**config.mk**
```make
export PLATFORM = sky130hd
export DESIGN_NAME = fp_unpack_stage
export DESIGN_NICKNAME = d
export VERILOG_FILES = /design/src/rtl/fp_unpack_pkg.sv /design/src/rtl/fp_unpack_operand.sv /design/src/rtl/fp_unpack_stage.sv
export SDC_FILE = /design/constraint.sdc
export NUM_CORES = 1
export LEC_CHECK = 0
export BUFFER_PORTS_ARGS = -buffer_cell sky130_fd_sc_hd__buf_4
export CAP_MARGIN = 20
export CORE_UTILIZATION = 50
export DETAILED_ROUTE_END_ITERATION = 8
export MAX_ROUTING_LAYER = met4
export PLACE_DENSITY = 0.7
export RECOVER_POWER = 100
export SYNTH_ARGS = -nofsm -noshare
export SYNTH_HDL_FRONTEND = slang
export SYNTH_HIERARCHICAL = 1
export SYNTH_SLANG_ARGS = --single-unit
```
**constraint.sdc**
```tcl
create_clock -name clk -period 2.7 [get_ports clk]
set_input_delay 0.54 -clock clk [delete_from_list [all_inputs] [get_ports clk]]
set_output_delay 0.54 -clock clk [all_outputs]
set_load 0.005 [all_outputs]
```
**src/rtl/fp_unpack_pkg.sv**
```systemverilog
// Shared types and constants for the FP unpack stage.
// Build option: define FP_UNPACK_DAZ_EN to flush subnormal operands to zero.
package fp_unpack_pkg;

    localparam int DEF_EXP_OUT_W = 32'd10;
    localparam int DEF_SIG_W     = 32'd24;

    localparam int BIAS_SINGLE   = 32'd127;
    localparam int BIAS_HALF     = 32'd15;
    localparam int EXPMAX_SINGLE = 32'd255;
    localparam int EXPMAX_HALF   = 32'd31;

    // Bit positions inside the one-hot class vector; all-zero means normal.
    localparam int CLS_ZERO = 32'd0;
    localparam int CLS_SUB  = 32'd1;
    localparam int CLS_INF  = 32'd2;
    localparam int CLS_QNAN = 32'd3;
    localparam int CLS_SNAN = 32'd4;

    typedef struct packed {
        logic                     sign;
        logic [DEF_EXP_OUT_W-1:0] exp;
        logic [DEF_SIG_W-1:0]     sig;
        logic [4:0]               cls;
    } unpacked_op_t;

    // One operand pair as held in the main or skid register.
    typedef struct packed {
        logic         mode_fp;
        unpacked_op_t a;
        unpacked_op_t b;
    } operand_pair_t;

endpackage

```
**src/rtl/fp_unpack_operand.sv**
```systemverilog
// Combinational unpack of one decoded operand into unbiased exponent,
// explicit-hidden-bit significand and one-hot class.
// Build option: FP_UNPACK_DAZ_EN reports subnormals as signed zero.
module fp_unpack_operand
    import fp_unpack_pkg::*;
(
    input  logic         mode_fp,
    input  logic         sign,
    input  logic [7:0]   exp_field,
    input  logic [22:0]  mant,
    output unpacked_op_t op
);

    localparam int EW = DEF_EXP_OUT_W;
    localparam logic [EW-1:0] EXP_ONE = {{(EW-1){1'b0}}, 1'b1};
    localparam logic [EW-1:0] BIAS_S  = EW'(BIAS_SINGLE);
    localparam logic [EW-1:0] BIAS_H  = EW'(BIAS_HALF);
    localparam logic [7:0]    EMAX_S  = 8'(EXPMAX_SINGLE);
    localparam logic [7:0]    EMAX_H  = 8'(EXPMAX_HALF);

    logic [7:0]    exp_eff_s;
    logic [22:0]   m24_s;
    logic [7:0]    exp_max_s;
    logic [EW-1:0] bias_s;
    logic [EW-1:0] exp_ext_s;

    // Select format constants; half fields are narrowed and the mantissa left-justified.
    always_comb begin
        if (mode_fp) begin
            exp_eff_s = exp_field;
            m24_s     = mant;
            exp_max_s = EMAX_S;
            bias_s    = BIAS_S;
        end else begin
            exp_eff_s = {3'b000, exp_field[4:0]};
            m24_s     = {mant[9:0], 13'b0};
            exp_max_s = EMAX_H;
            bias_s    = BIAS_H;
        end
        exp_ext_s = {{(EW-8){1'b0}}, exp_eff_s};
    end

    // Classify the operand and build exponent/significand for its class.
    always_comb begin
        op.sign = sign;
        op.exp  = exp_ext_s - bias_s;
        op.sig  = '0;
        op.cls  = 5'b00000;
        if (exp_eff_s == 8'd0) begin
            // Zero and subnormal share the minimum normal exponent.
            op.exp = EXP_ONE - bias_s;
            if (m24_s == 23'd0) begin
                op.cls[CLS_ZERO] = 1'b1;
            end else begin
`ifdef FP_UNPACK_DAZ_EN
                op.cls[CLS_ZERO] = 1'b1;
`else
                op.sig           = {1'b0, m24_s};
                op.cls[CLS_SUB]  = 1'b1;
`endif
            end
        end else if (exp_eff_s == exp_max_s) begin
            op.sig = {1'b1, m24_s};
            if (m24_s == 23'd0) begin
                op.cls[CLS_INF] = 1'b1;
            end else if (m24_s[22]) begin
                op.cls[CLS_QNAN] = 1'b1;
            end else begin
                op.cls[CLS_SNAN] = 1'b1;
            end
        end else begin
            op.sig = {1'b1, m24_s};
        end
    end

endmodule

```
**src/rtl/fp_unpack_stage.sv**
```systemverilog
// Registered unpack stage: two operand unpackers feeding a main register
// plus one skid register behind a valid/ready handshake.
// Build option: FP_UNPACK_DAZ_EN (denormals-are-zero, handled in fp_unpack_operand).
module fp_unpack_stage
    import fp_unpack_pkg::*;
#(
    parameter int EXP_OUT_W = DEF_EXP_OUT_W,
    parameter int SIG_W     = DEF_SIG_W
) (
    input  logic                 clk,
    input  logic                 rst_n,
    input  logic                 in_valid,
    output logic                 in_ready,
    input  logic                 mode_fp,
    input  logic                 sign_a,
    input  logic                 sign_b,
    input  logic [7:0]           exp_a,
    input  logic [7:0]           exp_b,
    input  logic [22:0]          mant_a,
    input  logic [22:0]          mant_b,
    output logic                 out_valid,
    input  logic                 out_ready,
    output logic                 out_mode_fp,
    output logic                 out_sign_a,
    output logic                 out_sign_b,
    output logic [EXP_OUT_W-1:0] out_exp_a,
    output logic [EXP_OUT_W-1:0] out_exp_b,
    output logic [SIG_W-1:0]     out_sig_a,
    output logic [SIG_W-1:0]     out_sig_b,
    output logic [4:0]           out_cls_a,
    output logic [4:0]           out_cls_b
);

    unpacked_op_t  op_a_s;
    unpacked_op_t  op_b_s;
    operand_pair_t in_pair_s;

    operand_pair_t main_r;
    operand_pair_t skid_r;
    logic          main_valid_r;
    logic          skid_valid_r;
    logic          in_ready_r;

    operand_pair_t main_nxt_s;
    operand_pair_t skid_nxt_s;
    logic          main_valid_nxt_s;
    logic          skid_valid_nxt_s;
    logic          accept_s;
    logic          drain_s;

    fp_unpack_operand u_op_a (
        .mode_fp   (mode_fp),
        .sign      (sign_a),
        .exp_field (exp_a),
        .mant      (mant_a),
        .op        (op_a_s)
    );

    fp_unpack_operand u_op_b (
        .mode_fp   (mode_fp),
        .sign      (sign_b),
        .exp_field (exp_b),
        .mant      (mant_b),
        .op        (op_b_s)
    );

    assign in_pair_s.mode_fp = mode_fp;
    assign in_pair_s.a       = op_a_s;
    assign in_pair_s.b       = op_b_s;

    // in_ready is low whenever the skid holds data, so an accept never meets a full skid.
    assign accept_s = in_valid && in_ready_r;
    assign drain_s  = main_valid_r && out_ready;

    // Next state of the main/skid pair; skid always refills main first to keep order.
    always_comb begin
        main_nxt_s       = main_r;
        skid_nxt_s       = skid_r;
        main_valid_nxt_s = main_valid_r;
        skid_valid_nxt_s = skid_valid_r;
        if (!main_valid_r || drain_s) begin
            if (skid_valid_r) begin
                main_nxt_s       = skid_r;
                main_valid_nxt_s = 1'b1;
                skid_valid_nxt_s = 1'b0;
            end else if (accept_s) begin
                main_nxt_s       = in_pair_s;
                main_valid_nxt_s = 1'b1;
            end else begin
                main_valid_nxt_s = 1'b0;
            end
        end else begin
            if (accept_s) begin
                skid_nxt_s       = in_pair_s;
                skid_valid_nxt_s = 1'b1;
            end else begin
                skid_valid_nxt_s = skid_valid_r;
            end
        end
    end

    // Pipeline registers; reset discards both entries and holds in_ready low.
    always_ff @(posedge clk) begin
        if (!rst_n) begin
            main_r       <= '0;
            skid_r       <= '0;
            main_valid_r <= 1'b0;
            skid_valid_r <= 1'b0;
            in_ready_r   <= 1'b0;
        end else begin
            main_r       <= main_nxt_s;
            skid_r       <= skid_nxt_s;
            main_valid_r <= main_valid_nxt_s;
            skid_valid_r <= skid_valid_nxt_s;
            in_ready_r   <= !skid_valid_nxt_s;
        end
    end

    assign in_ready    = in_ready_r;
    assign out_valid   = main_valid_r;
    assign out_mode_fp = main_r.mode_fp;
    assign out_sign_a  = main_r.a.sign;
    assign out_sign_b  = main_r.b.sign;
    assign out_exp_a   = main_r.a.exp;
    assign out_exp_b   = main_r.b.exp;
    assign out_sig_a   = main_r.a.sig;
    assign out_sig_b   = main_r.b.sig;
    assign out_cls_a   = main_r.a.cls;
    assign out_cls_b   = main_r.b.cls;

endmodule
```
Yosys cells after proc, flatten, opt, wreduce, memory -nomap -nowiden
Cells that the tools add are included.
- register bits after elaboration: 165
- input port bits: 69
- logic and storage cells: 73
- add/sub/neg operators: 3
- mux-type cells: 34
- reduce and logical (&&, ||, !) cells: 12
- bitwise gates (word level): 1
- equal/unequal tests: 2
- operators with widths (cell ; count):
    two-way mux 81 bit ; 2
    two-way mux 23 bit ; 4
    two-way mux 24 bit ; 2
    zero test 23 bit ; 2
    two-way mux 8 bit ; 3
    two-way mux 10 bit ; 2
    subtractor 8 x 7 -> 9 bit ; 2
    equality test 8 bit ; 2
    zero test 8 bit ; 2
    two-way mux 1 bit ; 12
    two-way mux 3 bit ; 4
    two-way mux 2 bit ; 4
    subtractor 1 x 7 -> 8 bit, first input constant ; 1
    two-way mux 7 bit ; 1
    AND reduction 2 bit ; 2
    logical AND 1 bit ; 2
    zero test 1 bit ; 2
    nonzero test 2 bit ; 1
    logical OR 1 bit ; 1
    NOT 1 bit ; 1

Logic depth before layout (Yosys ltp)
- word-level depth: 7
- mapped depth: 10

By module
Netlist, hierarchy kept.
- by module, submodules not included (module ; area an instance (sq um) ; times used ; seq. area each (sq um) ; cells an instance):
    fp_unpack_stage ; 6989.2 ; 1 ; 3303.2 ; 732
    fp_unpack_operand (u_op_b) ; 658.1 ; 1 ; 0.0 ; 95
    fp_unpack_operand (u_op_a) ; 644.4 ; 1 ; 0.0 ; 92

Worst setup path after synthesis
No wires, ideal clock.
- kind: input-to-reg
- start point: input mode_fp
- end point: register main_r (netlist bit out_exp_b[6])
- setup slack: 0.439 ns
- stages: 10
- data required time: 2.584 ns
- setup time: 0.116 ns
- arrival: 2.144 ns
- cells stage by stage: clkbuf_1 > inv_1 > ha_1 > and4_2 > a21oi_1 > a2bb2oi_1 > o22ai_1 > mux2i_1 > nand3_1 > o211a_1
- RTL lines (element ; line ; source):
    from (decl) ; fp_unpack_stage.sv:14 ; input logic mode_fp,
    to (signal assigned) ; fp_unpack_stage.sv:111 ; main_r <= main_nxt_s;
    to (decl) ; fp_unpack_stage.sv:38 ; operand_pair_t main_r;

==> impl.org <==
** Status
- The flow ran to the end, and the final reports show no timing, DRC or antenna violations.

** Setup path
- Worst stage delay on the critical path :: approximately 400 ps
- The slowest stage of the critical path belongs to the cell sky130_fd_sc_hd__ha_1.
- Sequence of cells on the critical path :: clkbuf_2, inv_1, ha_1, and4_2, a21oi_1, a2bb2oi_1, o22ai_1, mux2i_1, nand3_1, o211a_1
- In this run the worst path has a maximum fanout of 16.
- Number of buffer and inverter stages on the critical path :: 2
- Required time of the worst setup path :: around 3000 ps
- For the worst setup path, the data arrival time is about 2600 ps.
- Endpoint kind of the worst setup timing path :: flop
- The worst setup path is launched from an input port.
- The worst setup path is of the in -> reg kind.
- Kind of cell adding the most delay to the critical path :: compound AO/OA/AOI/OAI gates

** Global route
- The number of antenna violations at the first check in global routing is 0.
- Overall overflow remaining after global route :: 0
- The first global-routing pass estimated 34000 um of wire.
- Largest net degree at the start of global routing :: approximately 80
- Global routing consumed, over all layers together, 26.3% of the routing resources.
- The number of global-route vias before repair was 6459.

** Cells and area
- Relative to the synthesized area, the layout overhead comes to 20.7%.
- Area of all sequential standard cells :: between 3000 and 4000 um2
- Fill cells :: roughly 1400
- Final #Nets :: 1098
- Fraction of layout instances using a drive strength above 1 :: 21.7%
- In the final layout, the multi-input gates occupy between 4000 and 5000 um2.
- Inserted Diodes :: 0

** CTS
- Hold repair after CTS inserted 0 buffers.
- Maximum buffer depth of the clock tree :: 2
- After clock tree synthesis, the setup repair step added 0 buffers.
- Clk Tree Root Cell :: sky130_fd_sc_hd__clkbuf_16
- Number of clock buffers inserted by TritonCTS :: 17
- TritonCTS built the clock tree.
- Post-CTS Resized :: 0
- Clock input transition at the sequential cells of the worst setup and hold paths :: 60 ps
- Sinks on Clock Net :: 165
- The H-tree was split into 4 levels.
- Clock latency reported for the late side of the worst-skew pair :: 420 ps

** Die
- The die is approximately 130 um tall.
- Pin placement for this block handled 152 I/O pins.
- Row cnt :: 46
- Total die area :: 17100 um2
- For this configuration, the core starts out at a cell density of 51.6%.
- The die is 131 um wide.
- Area of the placeable core :: 16100 um2

** Logic synthesis
- Count of yosys warnings during synthesis :: 6
- Async set-reset flop share out of synthesis :: 0%
- Number of flip-flops and latches in the synthesized netlist :: 165
- Number of flops mapped to enable cells by yosys :: 0
- Summed instance area of the synthesized netlist :: a little over 8000 um2
- Synthesis handed over a netlist of 919 instances.
- Sequential element share of the synthesized area :: 39.8%
- The most used flip-flop cell after synthesis is sky130_fd_sc_hd__dfxtp_1.
- Synthesis instantiated 54 different standard cells from the library.
- When the netlist entered floorplanning its net count stood at roughly 1000.
- Each instance of the synthesized netlist takes up on average 9.02 um2.

** Power
- Dividing total power by cell area gives a power density of a little under 600 nW/um2.
- Maximum vdd ir drop :: 0.000455 V
- Leakage :: roughly 4.5 nW

** Placed design
- Half-perimeter wire length of the detailed placement result :: 13300 um
- Input and output buffers added on the ports amount to around 150.
- Routability-driven placement finished with a final weighted congestion of 0.878.

** Run
- Max-cap violations :: 0

** Timing
- Final setup violating endpoints :: 0
- For the pin with the worst max-slew slack, the measured transition is 978 ps.
- Count of final hold-check violations :: 0
- For the finished layout, the period the worst path requires is 2290 ps.
- Of the available clock period, the critical path in the final layout requires 84.7%.
- Max-slew violation count :: 0
- Final sum of negative setup slack :: 0 ps
- Unrepaired setup endpoints after global routing :: false
- Normalized max-slew margin :: 34.8%
- For this run, the top clock speed supported by timing is 437 MHz.
- Hold is met by 386 ps.
- The clock arrives with 7.57 ps of skew.

** Detailed routing
- For this run, design rule violations remaining after detail routing come to 0.
- Routed via count divided by cell count :: 5.67
- Total vias in the final route :: 7089
- Met2 wire length :: 9970 um
- The detail route stage leaves a number of antenna-violating nets equal to 0.
- The routed design has 21300 um of wire.
- In this run the top signal layer used is met4.
- Final routed wire length divided by cell count :: 17.1 um
- Number of iterations in the first detailed-routing pass :: 5
- Met3 wirelength from detailed routing :: 832 um
- The first routing iteration left roughly 540 violations.
- Routed metal-1 wire length :: 10200 um

** Worst hold path
- Classification of the worst-slack hold path :: in -> reg
==> Yosys cell counts (11+ instances only) <==
cell type                  instances  area (um2)
sky130_fd_sc_hd__nand3_1          86         430
sky130_fd_sc_hd__mux2_2           18         203
sky130_fd_sc_hd__a21boi_1         82         616
sky130_fd_sc_hd__o211a_1          81         811
sky130_fd_sc_hd__dfxtp_1         165        3300
sky130_fd_sc_hd__nor2_1           13        48.8
sky130_fd_sc_hd__clkbuf_1         36         135
sky130_fd_sc_hd__inv_1            11        41.3
sky130_fd_sc_hd__buf_2            28         140
sky130_fd_sc_hd__mux2i_1          83         831
sky130_fd_sc_hd__and2_1           27         169
sky130_fd_sc_hd__nand2_1         172         646
==> area by class of cell <==
type | count | area share [%]
multi-input combinational | 659 | 44.9
sequential | 165 | 33.0
timing repair buffer | 165 | 12.5
clock buffer | 19 | 4.52
tap | 216 | 2.70
clock inverter | 13 | 1.80
inverter | 13 | 0.487
==> layer usage <==
metal | vias up | global-route usage (%)
li1 | 3460 | -
met1 | 3421 | 35.4
met2 | 179 | 40.7
met3 | 29 | 3.91
met4 | 0 | 7.98
met5 | - | -
==> worst reg2reg max path, stage by stage (launching register included) <==
cell                       delay [ps]
sky130_fd_sc_hd__dfxtp_1          400
sky130_fd_sc_hd__and4b_1          650
sky130_fd_sc_hd__clkbuf_4         820
sky130_fd_sc_hd__nand2_1          160
sky130_fd_sc_hd__a21boi_0         180
==> kinds of logic after synthesis <==
kind of cell	count (synthesis)	synth area share [%]
buffers and inverters	95	5.67
DFF	165	39.8
AOI/OAI and AO/OA	202	20.5
xor gates and xnor gates	6	0.634
and+or+nand+nor	342	19.7
adders and majority gates	8	1.21
muxes	101	12.5
==> worst paths after layout <==
kind         startpoint           end  slack [ps]  cells after the start
min reg2reg  skid_r[25]    skid_r[25]         450                      2
max             mode_fp  out_exp_b[6]         410                     10
min              sign_b    skid_r[39]         390                      3
max reg2reg   out_valid    skid_r[12]         430                      4
==> cells in the final DEF, fill, tap and decap left out, types with 6 or more instances in the layout <==
cell                        instances
sky130_fd_sc_hd__nand2_1          172
sky130_fd_sc_hd__dfxtp_1          164
sky130_fd_sc_hd__nand3_1           86
sky130_fd_sc_hd__mux2i_1           83
sky130_fd_sc_hd__o211a_1           81
sky130_fd_sc_hd__clkbuf_4          78
sky130_fd_sc_hd__buf_4             73
sky130_fd_sc_hd__a21boi_0          66
sky130_fd_sc_hd__and2_1            27
sky130_fd_sc_hd__mux2_2            18
sky130_fd_sc_hd__a21boi_1          17
sky130_fd_sc_hd__clkbuf_16         17
sky130_fd_sc_hd__nor2_1            13
sky130_fd_sc_hd__inv_1             11
sky130_fd_sc_hd__ha_1               8
sky130_fd_sc_hd__clkbuf_1           7
sky130_fd_sc_hd__o21ai_0            6
sky130_fd_sc_hd__a21oi_1            6
==> flip-flops by register name (all words and copies together), names as in the netlist <==
register / flops
out_sign_a: 1
skid_r: 81
out_cls_a: 5
out_exp_b: 10
out_sig_a: 24
out_valid: 1
out_sign_b: 1
out_mode_fp: 1
out_exp_a: 10
out_sig_b: 24
out_cls_b: 5
skid_valid_r: 1
in_ready: 1
==> metrics by stage <==
stage / area (um2) / instances / worst slack (ps) / total power [W] / utilization, %
final: 10000 / 1250 / 414 / 0.00595 / 62.4
after global routing: 10000 / 1250 / 250 / 0.00618 / 62.4
after CTS: 10100 / 1250 / 629 / 0.00601 / 62.8
after detailed placement: 9450 / 1218 / 236 / 0.00341 / 58.9
after global placement: 9450 / 1218 / 303 / 0.00340 / 58.9
after floorplan: 8290 / 919 / 439 / 0.00307 / -
==> report_power, final <==
part | internal, W | total [W] | leakage, nW | switching [W]
logic | 0.000369 | 0.000740 | 2.81 | 0.000371
registers | 0.00253 | 0.00259 | 1.35 | 0.0000595
clock network | 0.00154 | 0.00262 | 0.305 | 0.00108
total | 0.00444 | 0.00595 | 4.46 | 0.00151
Note: power is estimated with default switching activity, not from simulation.
